$ cat config.mk
export PLATFORM = sky130hd
export DESIGN_NAME = err_demod_gen_v3
export DESIGN_NICKNAME = d
export VERILOG_FILES = /design/src/rtl/err_demod_gen_v3.sv
export SDC_FILE = /design/constraint.sdc
export NUM_CORES = 1
export LEC_CHECK = 0
export CORE_MARGIN = 2
export CORE_UTILIZATION = 45
export CTS_BUF_LIST = sky130_fd_sc_hd__clkbuf_4
export CTS_CLUSTER_DIAMETER = 150
export DETAILED_ROUTE_END_ITERATION = 8
export PLACE_DENSITY = 0.73
export SYNTH_ARGS = -nofsm -noshare
export SYNTH_HDL_FRONTEND = slang
export SYNTH_SLANG_ARGS = --single-unit
$ cat constraint.sdc
create_clock -name i_clk -period 8.17 [get_ports i_clk]
set_input_delay 0.817 -clock i_clk [delete_from_list [all_inputs] [get_ports i_clk]]
set_output_delay 0.817 -clock i_clk [all_outputs]
set_load 0.005 [all_outputs]
$ cat src/rtl/err_demod_gen_v3.sv
// Square-wave error demodulator: per half-period settle, average 2^k samples, form +/-(H-L)-offset.
// Optional output clamp enabled by defining ERR_CLAMP_EN (adds i_err_th / o_clamped).
module err_demod_gen_v3 #(
    parameter int ADC_BIT      = 14,
    parameter int MAX_AVG_LOG2 = 8,
    parameter int STEP_DLY     = 2
) (
    input  logic                      i_clk,
    input  logic                      i_rst_n,
    input  logic                      i_status,
    input  logic                      i_trig,
    input  logic [31:0]               i_polarity,
    input  logic [31:0]               i_wait_cnt,
    input  logic signed [31:0]        i_err_offset,
    input  logic [31:0]               i_avg_sel,
    input  logic signed [ADC_BIT-1:0] i_adc_data,
`ifdef ERR_CLAMP_EN
    input  logic [31:0]               i_err_th,
    output logic                      o_clamped,
`endif
    output logic                      o_step_sync,
    output logic                      o_step_sync_dly,
    output logic                      o_rate_sync,
    output logic                      o_ramp_sync,
    output logic signed [31:0]        o_err,
    output logic signed [31:0]        o_high_avg,
    output logic signed [31:0]        o_low_avg,
    output logic [15:0]               o_miss_cnt
);
    localparam int AW = ADC_BIT + MAX_AVG_LOG2;
    localparam int KW = $clog2(MAX_AVG_LOG2 + 1);
    localparam int SW = MAX_AVG_LOG2 + 1;

    typedef enum logic [1:0] {S_IDLE, S_WAIT, S_ACC, S_DONE} state_t;
    state_t state, state_d;

    logic                      half, pol_q, h_valid, l_valid;
    logic [31:0]               wcnt;
    logic [KW-1:0]             k_q, k_in;
    logic signed [31:0]        off_q;
    logic signed [AW-1:0]      acc, acc_sh;
    logic [SW-1:0]             scnt, n_m1;
    logic [STEP_DLY-1:0]       dly_pipe;
    logic                      load, miss_inc, clamp_hit;
    logic signed [ADC_BIT-1:0] avg, h_new, l_new;
    logic signed [ADC_BIT:0]   d;
    logic signed [32:0]        d33, dp, e33;
    logic signed [31:0]        e32, e_out;

    assign k_in   = (i_avg_sel > MAX_AVG_LOG2) ? KW'(MAX_AVG_LOG2) : i_avg_sel[KW-1:0];
    assign n_m1   = (SW'(1) << k_q) - SW'(1);
    assign acc_sh = acc >>> k_q;
    assign avg    = acc_sh[ADC_BIT-1:0];

    // The freshly averaged half replaces its stored counterpart before the difference is formed.
    assign h_new = half ? avg : o_high_avg[ADC_BIT-1:0];
    assign l_new = half ? o_low_avg[ADC_BIT-1:0] : avg;
    assign d     = {h_new[ADC_BIT-1], h_new} - {l_new[ADC_BIT-1], l_new};
    assign d33   = {{(32-ADC_BIT){d[ADC_BIT]}}, d};
    assign dp    = pol_q ? -d33 : d33;
    assign e33   = dp - {off_q[31], off_q};
    assign e32   = (e33[32] != e33[31]) ? (e33[32] ? 32'sh8000_0000 : 32'sh7FFF_FFFF) : e33[31:0];

`ifdef ERR_CLAMP_EN
    logic signed [33:0] th34, e34, neg_th;
    always_comb begin
        th34      = {2'b00, i_err_th};
        e34       = {{2{e32[31]}}, e32};
        neg_th    = -th34;
        e_out     = e32;
        clamp_hit = 1'b0;
        if (e34 > th34) begin
            e_out     = th34[31:0];
            clamp_hit = 1'b1;
        end else if (e34 < neg_th) begin
            e_out     = neg_th[31:0];
            clamp_hit = 1'b1;
        end
    end
`else
    assign e_out     = e32;
    assign clamp_hit = 1'b0;
`endif

    logic unused_bits;
    assign unused_bits = &{1'b0, i_polarity[31:1], acc_sh[AW-1:ADC_BIT], clamp_hit};

    // A trig in WAIT/ACC aborts the half; a trig in DONE lets DONE finish and restarts right after.
    always_comb begin
        state_d  = state;
        load     = 1'b0;
        miss_inc = 1'b0;
        case (state)
            S_IDLE: load = i_trig;
            S_WAIT: begin
                if (i_trig) begin
                    load     = 1'b1;
                    miss_inc = 1'b1;
                end else if (wcnt == '0) state_d = S_ACC;
            end
            S_ACC: begin
                if (i_trig) begin
                    load     = 1'b1;
                    miss_inc = 1'b1;
                end else if (scnt == n_m1) state_d = S_DONE;
            end
            S_DONE: begin
                if (i_trig) load = 1'b1;
                else        state_d = S_IDLE;
            end
            default: state_d = S_IDLE;
        endcase
        if (load) state_d = (i_wait_cnt == '0) ? S_ACC : S_WAIT;
    end

    always_ff @(posedge i_clk) begin
        if (!i_rst_n) begin
            state       <= S_IDLE;
            half        <= 1'b0;
            pol_q       <= 1'b0;
            h_valid     <= 1'b0;
            l_valid     <= 1'b0;
            wcnt        <= '0;
            k_q         <= '0;
            off_q       <= '0;
            acc         <= '0;
            scnt        <= '0;
            dly_pipe    <= '0;
            o_step_sync <= 1'b0;
            o_rate_sync <= 1'b0;
            o_ramp_sync <= 1'b0;
            o_err       <= '0;
            o_high_avg  <= '0;
            o_low_avg   <= '0;
            o_miss_cnt  <= '0;
`ifdef ERR_CLAMP_EN
            o_clamped   <= 1'b0;
`endif
        end else begin
            state       <= state_d;
            o_ramp_sync <= i_trig;
            o_step_sync <= 1'b0;
            dly_pipe[0] <= o_step_sync;
            for (int i = 1; i < STEP_DLY; i++) dly_pipe[i] <= dly_pipe[i-1];
            o_rate_sync <= dly_pipe[STEP_DLY-1];
`ifdef ERR_CLAMP_EN
            o_clamped   <= 1'b0;
`endif
            if (miss_inc && o_miss_cnt != 16'hFFFF) o_miss_cnt <= o_miss_cnt + 16'd1;

            if (load) begin
                half  <= i_status;
                wcnt  <= i_wait_cnt - 32'd1;
                k_q   <= k_in;
                pol_q <= i_polarity[0];
                off_q <= i_err_offset;
                acc   <= '0;
                scnt  <= '0;
            end else if (state == S_WAIT) begin
                if (wcnt != '0) wcnt <= wcnt - 32'd1;
            end else if (state == S_ACC) begin
                acc  <= acc + {{MAX_AVG_LOG2{i_adc_data[ADC_BIT-1]}}, i_adc_data};
                scnt <= scnt + SW'(1);
            end

            if (state == S_DONE) begin
                if (half) begin
                    o_high_avg <= {{(32-ADC_BIT){avg[ADC_BIT-1]}}, avg};
                    h_valid    <= 1'b1;
                end else begin
                    o_low_avg  <= {{(32-ADC_BIT){avg[ADC_BIT-1]}}, avg};
                    l_valid    <= 1'b1;
                end
                if ((half || h_valid) && (!half || l_valid)) begin
                    o_err       <= e_out;
                    o_step_sync <= 1'b1;
`ifdef ERR_CLAMP_EN
                    o_clamped   <= clamp_hit;
`endif
                end
            end
        end
    end

    assign o_step_sync_dly = dly_pipe[STEP_DLY-1];
endmodule

==> metrics.md <==
| Metric | Value |
|---|---|
| Total track usage | between 20 and 25% |
| Top cell type's share of synthesized area | 26.6% |
| Syn nets | between 1500 and 2000 |
| Area delta synth->final | 20.2% |
| Num CTS Buffers | 17 |
| Setup Skew | around 25 ps |
| Clock sink count | about 190 |
| Antenna-violating nets left | 0 |
| Via density | 5.58 |
| Total Die Area | ~33000 um^2 |
| Worst-Skew Late Latency | approximately 600 ps |
| Primary FF master, synth | dfxtp_1 |
| Area of the multi-input gates | just over 9000 um^2 |
| Final period utilization | about 93% |
| Endpoints failing hold | 0 |
| Power Density | 167 nW/um^2 |
| Initial antenna violation count | 1 |
| Num rows | 64 |
| Worst hold slack | between 400 and 500 ps |
| Setup tns final | 0 ps |
| Syn Inst Count | between 1500 and 2000 |
| Synth Area per Inst | slightly below 8 um^2 |
| First drt pass iteration count | 5 |
| Worst Path Max Fanout | 20 |
| CP Capture Type | flip-flop |
| CP dominant cell by count | a21oi_1 |
| Largest net degree at the start of global routing | 92 |
| Final WL | about 37000 um |
| Final setup vio count | 0 |
| Seq. cell area | about 3700 um^2 |
| FILL cells | 2782 |
| Max-cap check violation count | 0 |
| Slew headroom | a little over a quarter |
| Fin nets | about 2200 |
| Count leader, synth | nor2_1 |
| Vias in the first global route | around 12000 |
| TritonCTS clock tree | yes |
| Register area share after synthesis | a little over a quarter |
| Die Width | roughly 180 um |
| Synth cell types | 78 |
| Crit path time final | around 7600 ps |
| Power Total | ~2.8 mW |
| Fmax | around 130 MHz |
| Hpwl dp | 27700 um |
| Final WS setup | around 540 ps |
| Starting Density | 45.8% |
| Run status | completed |
| Worst hold path type | reg2reg |
| Core box area | around 30000 um^2 |
| Ys Warns | 0 |
| Mapped cell area | between 10000 and 15000 um^2 |
| Top cells by count, synth | 218 x nor2_1, 186 x dfxtp_1, 147 x nand2_1, 129 x a21oi_1, 114 x o21ai_0 |
| Worst path slowest cell | or4_1 |
| RSZ-0062 raised after global routing | no |
| H-tree depth | 4 |
| Wirelength per Cell | 15.7 um |
| CP Class | reg2reg |
| Critical Path RT | a little under 9000 ps |
| Finished Cell Area | about 17000 um^2 |
| Post-synth EDFFs | 0 |
| Top Ports | between 200 and 300 |
| First-pass GRT wire length | just over 60000 um |
| Pre-CTS setup slack | between 150 and 200 ps |
| Crit path launch type | flip-flop |
| Lkg Pwr | 6.27 nW |
| Synthesized flop and latch total | around 190 |
| Clock tree buffer depth | 2 |
| Gpl congestion | roughly 0.9 |
| Worst path max stage delay | about 520 ps |
| Worst Max-Slew Pin Slew | between 1000 and 1500 ps |
| Grt total ovfl | 0 |
| Asr flop ratio synth | 0% |
| Largest cells by area after synthesis | dfxtp_1 27%, ha_1 7.1%, nor2_1 5.8% |
| Leading area contributor after synthesis | dfxtp_1 |
| Layout cell share with drive strength beyond 1 | between 10 and 15% |
| PortBufs | 230 |
| Root Driver | clkbuf_4 |
| Critical Path AT | between 8000 and 9000 ps |
| Initial DRC Count | a little over 800 |
| Worst-path clk slew | around 150 ps |
| Final Max Tran Viols | 0 |
| Post-placement cell area | 16500 um^2 |
| DRC Markers | 0 |
| Worst VDD drop | 178 uV |
| Via count | approximately 13000 |
| Die H | 180 um |
==> power by group <==
part	internal [mW]	leakage [nW]	total [mW]	switching [mW]
combinational	0.596	4.59	1.29	0.693
sequential	0.934	1.52	0.963	0.0292
clock	0.213	0.160	0.560	0.347
==> layout by cell type, fill, tap and decap left out, types with 16 or more instances in the layout <==
cell             instances
clkbuf_4                17
nor3_1                  53
nor2_1                 218
or3_1                   19
clkdlybuf4s50_1        229
maj3_2                  29
nand2_1                147
nand2b_1                16
nand3_1                 30
xnor2_1                 73
xor2_1                  65
o21ai_0                114
mux2i_1                 81
dfxtp_1                183
ha_1                    79
a21oi_1                128
and2_1                  16
buf_4                   49
mux2_2                  19
nor4_1                  22
a21oi_2                 31
a21o_1                  19
a211oi_1                46
inv_1                   69
==> routing by layer <==
layer  share of wire (%)  track usage [%]  vias to the layer above
met5                   0                0                        -
met4                 2.2             7.32                        0
met3                 5.6             3.98                       54
met2                  46             36.7                      366
met1                  46             29.6                     6143
li1                    -                -                     6533
==> path summary, 6_finish.rpt <==
path	startpoint	endpoint	slack (ps)	cells past startpoint
worst max-delay path	k_q[1]$_SDFFE_PN0P_	o_err[29]$_SDFFE_PN0P_	540	34
worst min-delay path	dly_pipe[0]$_SDFF_PN0_	dly_pipe[1]$_SDFF_PN0_	450	1
worst max register to register	k_q[1]$_SDFFE_PN0P_	o_err[29]$_SDFFE_PN0P_	540	34
worst min register to register	dly_pipe[0]$_SDFF_PN0_	dly_pipe[1]$_SDFF_PN0_	450	1
==> what timing repair did <==
item / in CTS / in global routing
buffers inserted: 0 / 1
hold buffers: 0 / 0
resized for setup: 0 / 8
endpoints found under the setup margin: 0 / 32
==> stage by stage <==
step / std cells / util (%)
2_1_floorplan: 1766 / -
3_3_place_gp: 2312 / 53.9
3_5_place_dp: 2312 / 53.9
4_1_cts: 2343 / 54.9
5_1_grt: 2345 / 55.0
6_report: 2345 / 55.0
==> logic make-up (layout without fill, tap and decap cells) <==
kind of cell               Yosys count  after routing  share of synthesized area (%)
adders and majority gates          113            113                           9.97
AOI/OAI and AO/OA                  433            433                           20.0
and+or+nand+nor                    586            586                           19.2
DFF                                186            186                           26.6
other                                0              1                              0
buffers and inverters              199            381                           6.71
xor gates and xnor gates           140            140                           8.82
muxes                              109            109                           8.71
==> final cells by class <==
type	instances	share of cell area, %
well taps	396	2.95
diodes	1	0.0149
multi-input cells	1381	55.6
clock inverters	14	1.02
clock buffers	17	0.759
repair buffers	279	15.9
flip-flops and latches	186	22.2
inverters	71	1.59
==> sequential cells by signal, summed over array words and instances, names as in the netlist, 2 cells and up <==
signal	cells
o_err	32
state	2
acc	22
off_q	32
o_miss_cnt	16
dly_pipe	2
o_low_avg	14
o_high_avg	14
scnt	9
k_q	4
wcnt	32
==> worst max-delay path: cells and delay by family (launching register included) <==
| family | cells | cell delay, ps |
|---|---|---|
| muxes | 2 | 520 |
| DFF | 1 | 470 |
| buffers and inverters | 5 | 790 |
| AOI/OAI and AO/OA | 16 | 3060 |
| and+or+nand+nor | 7 | 1680 |
| adders and majority gates | 4 | 990 |
Note: power is estimated with default switching activity, not from simulation.
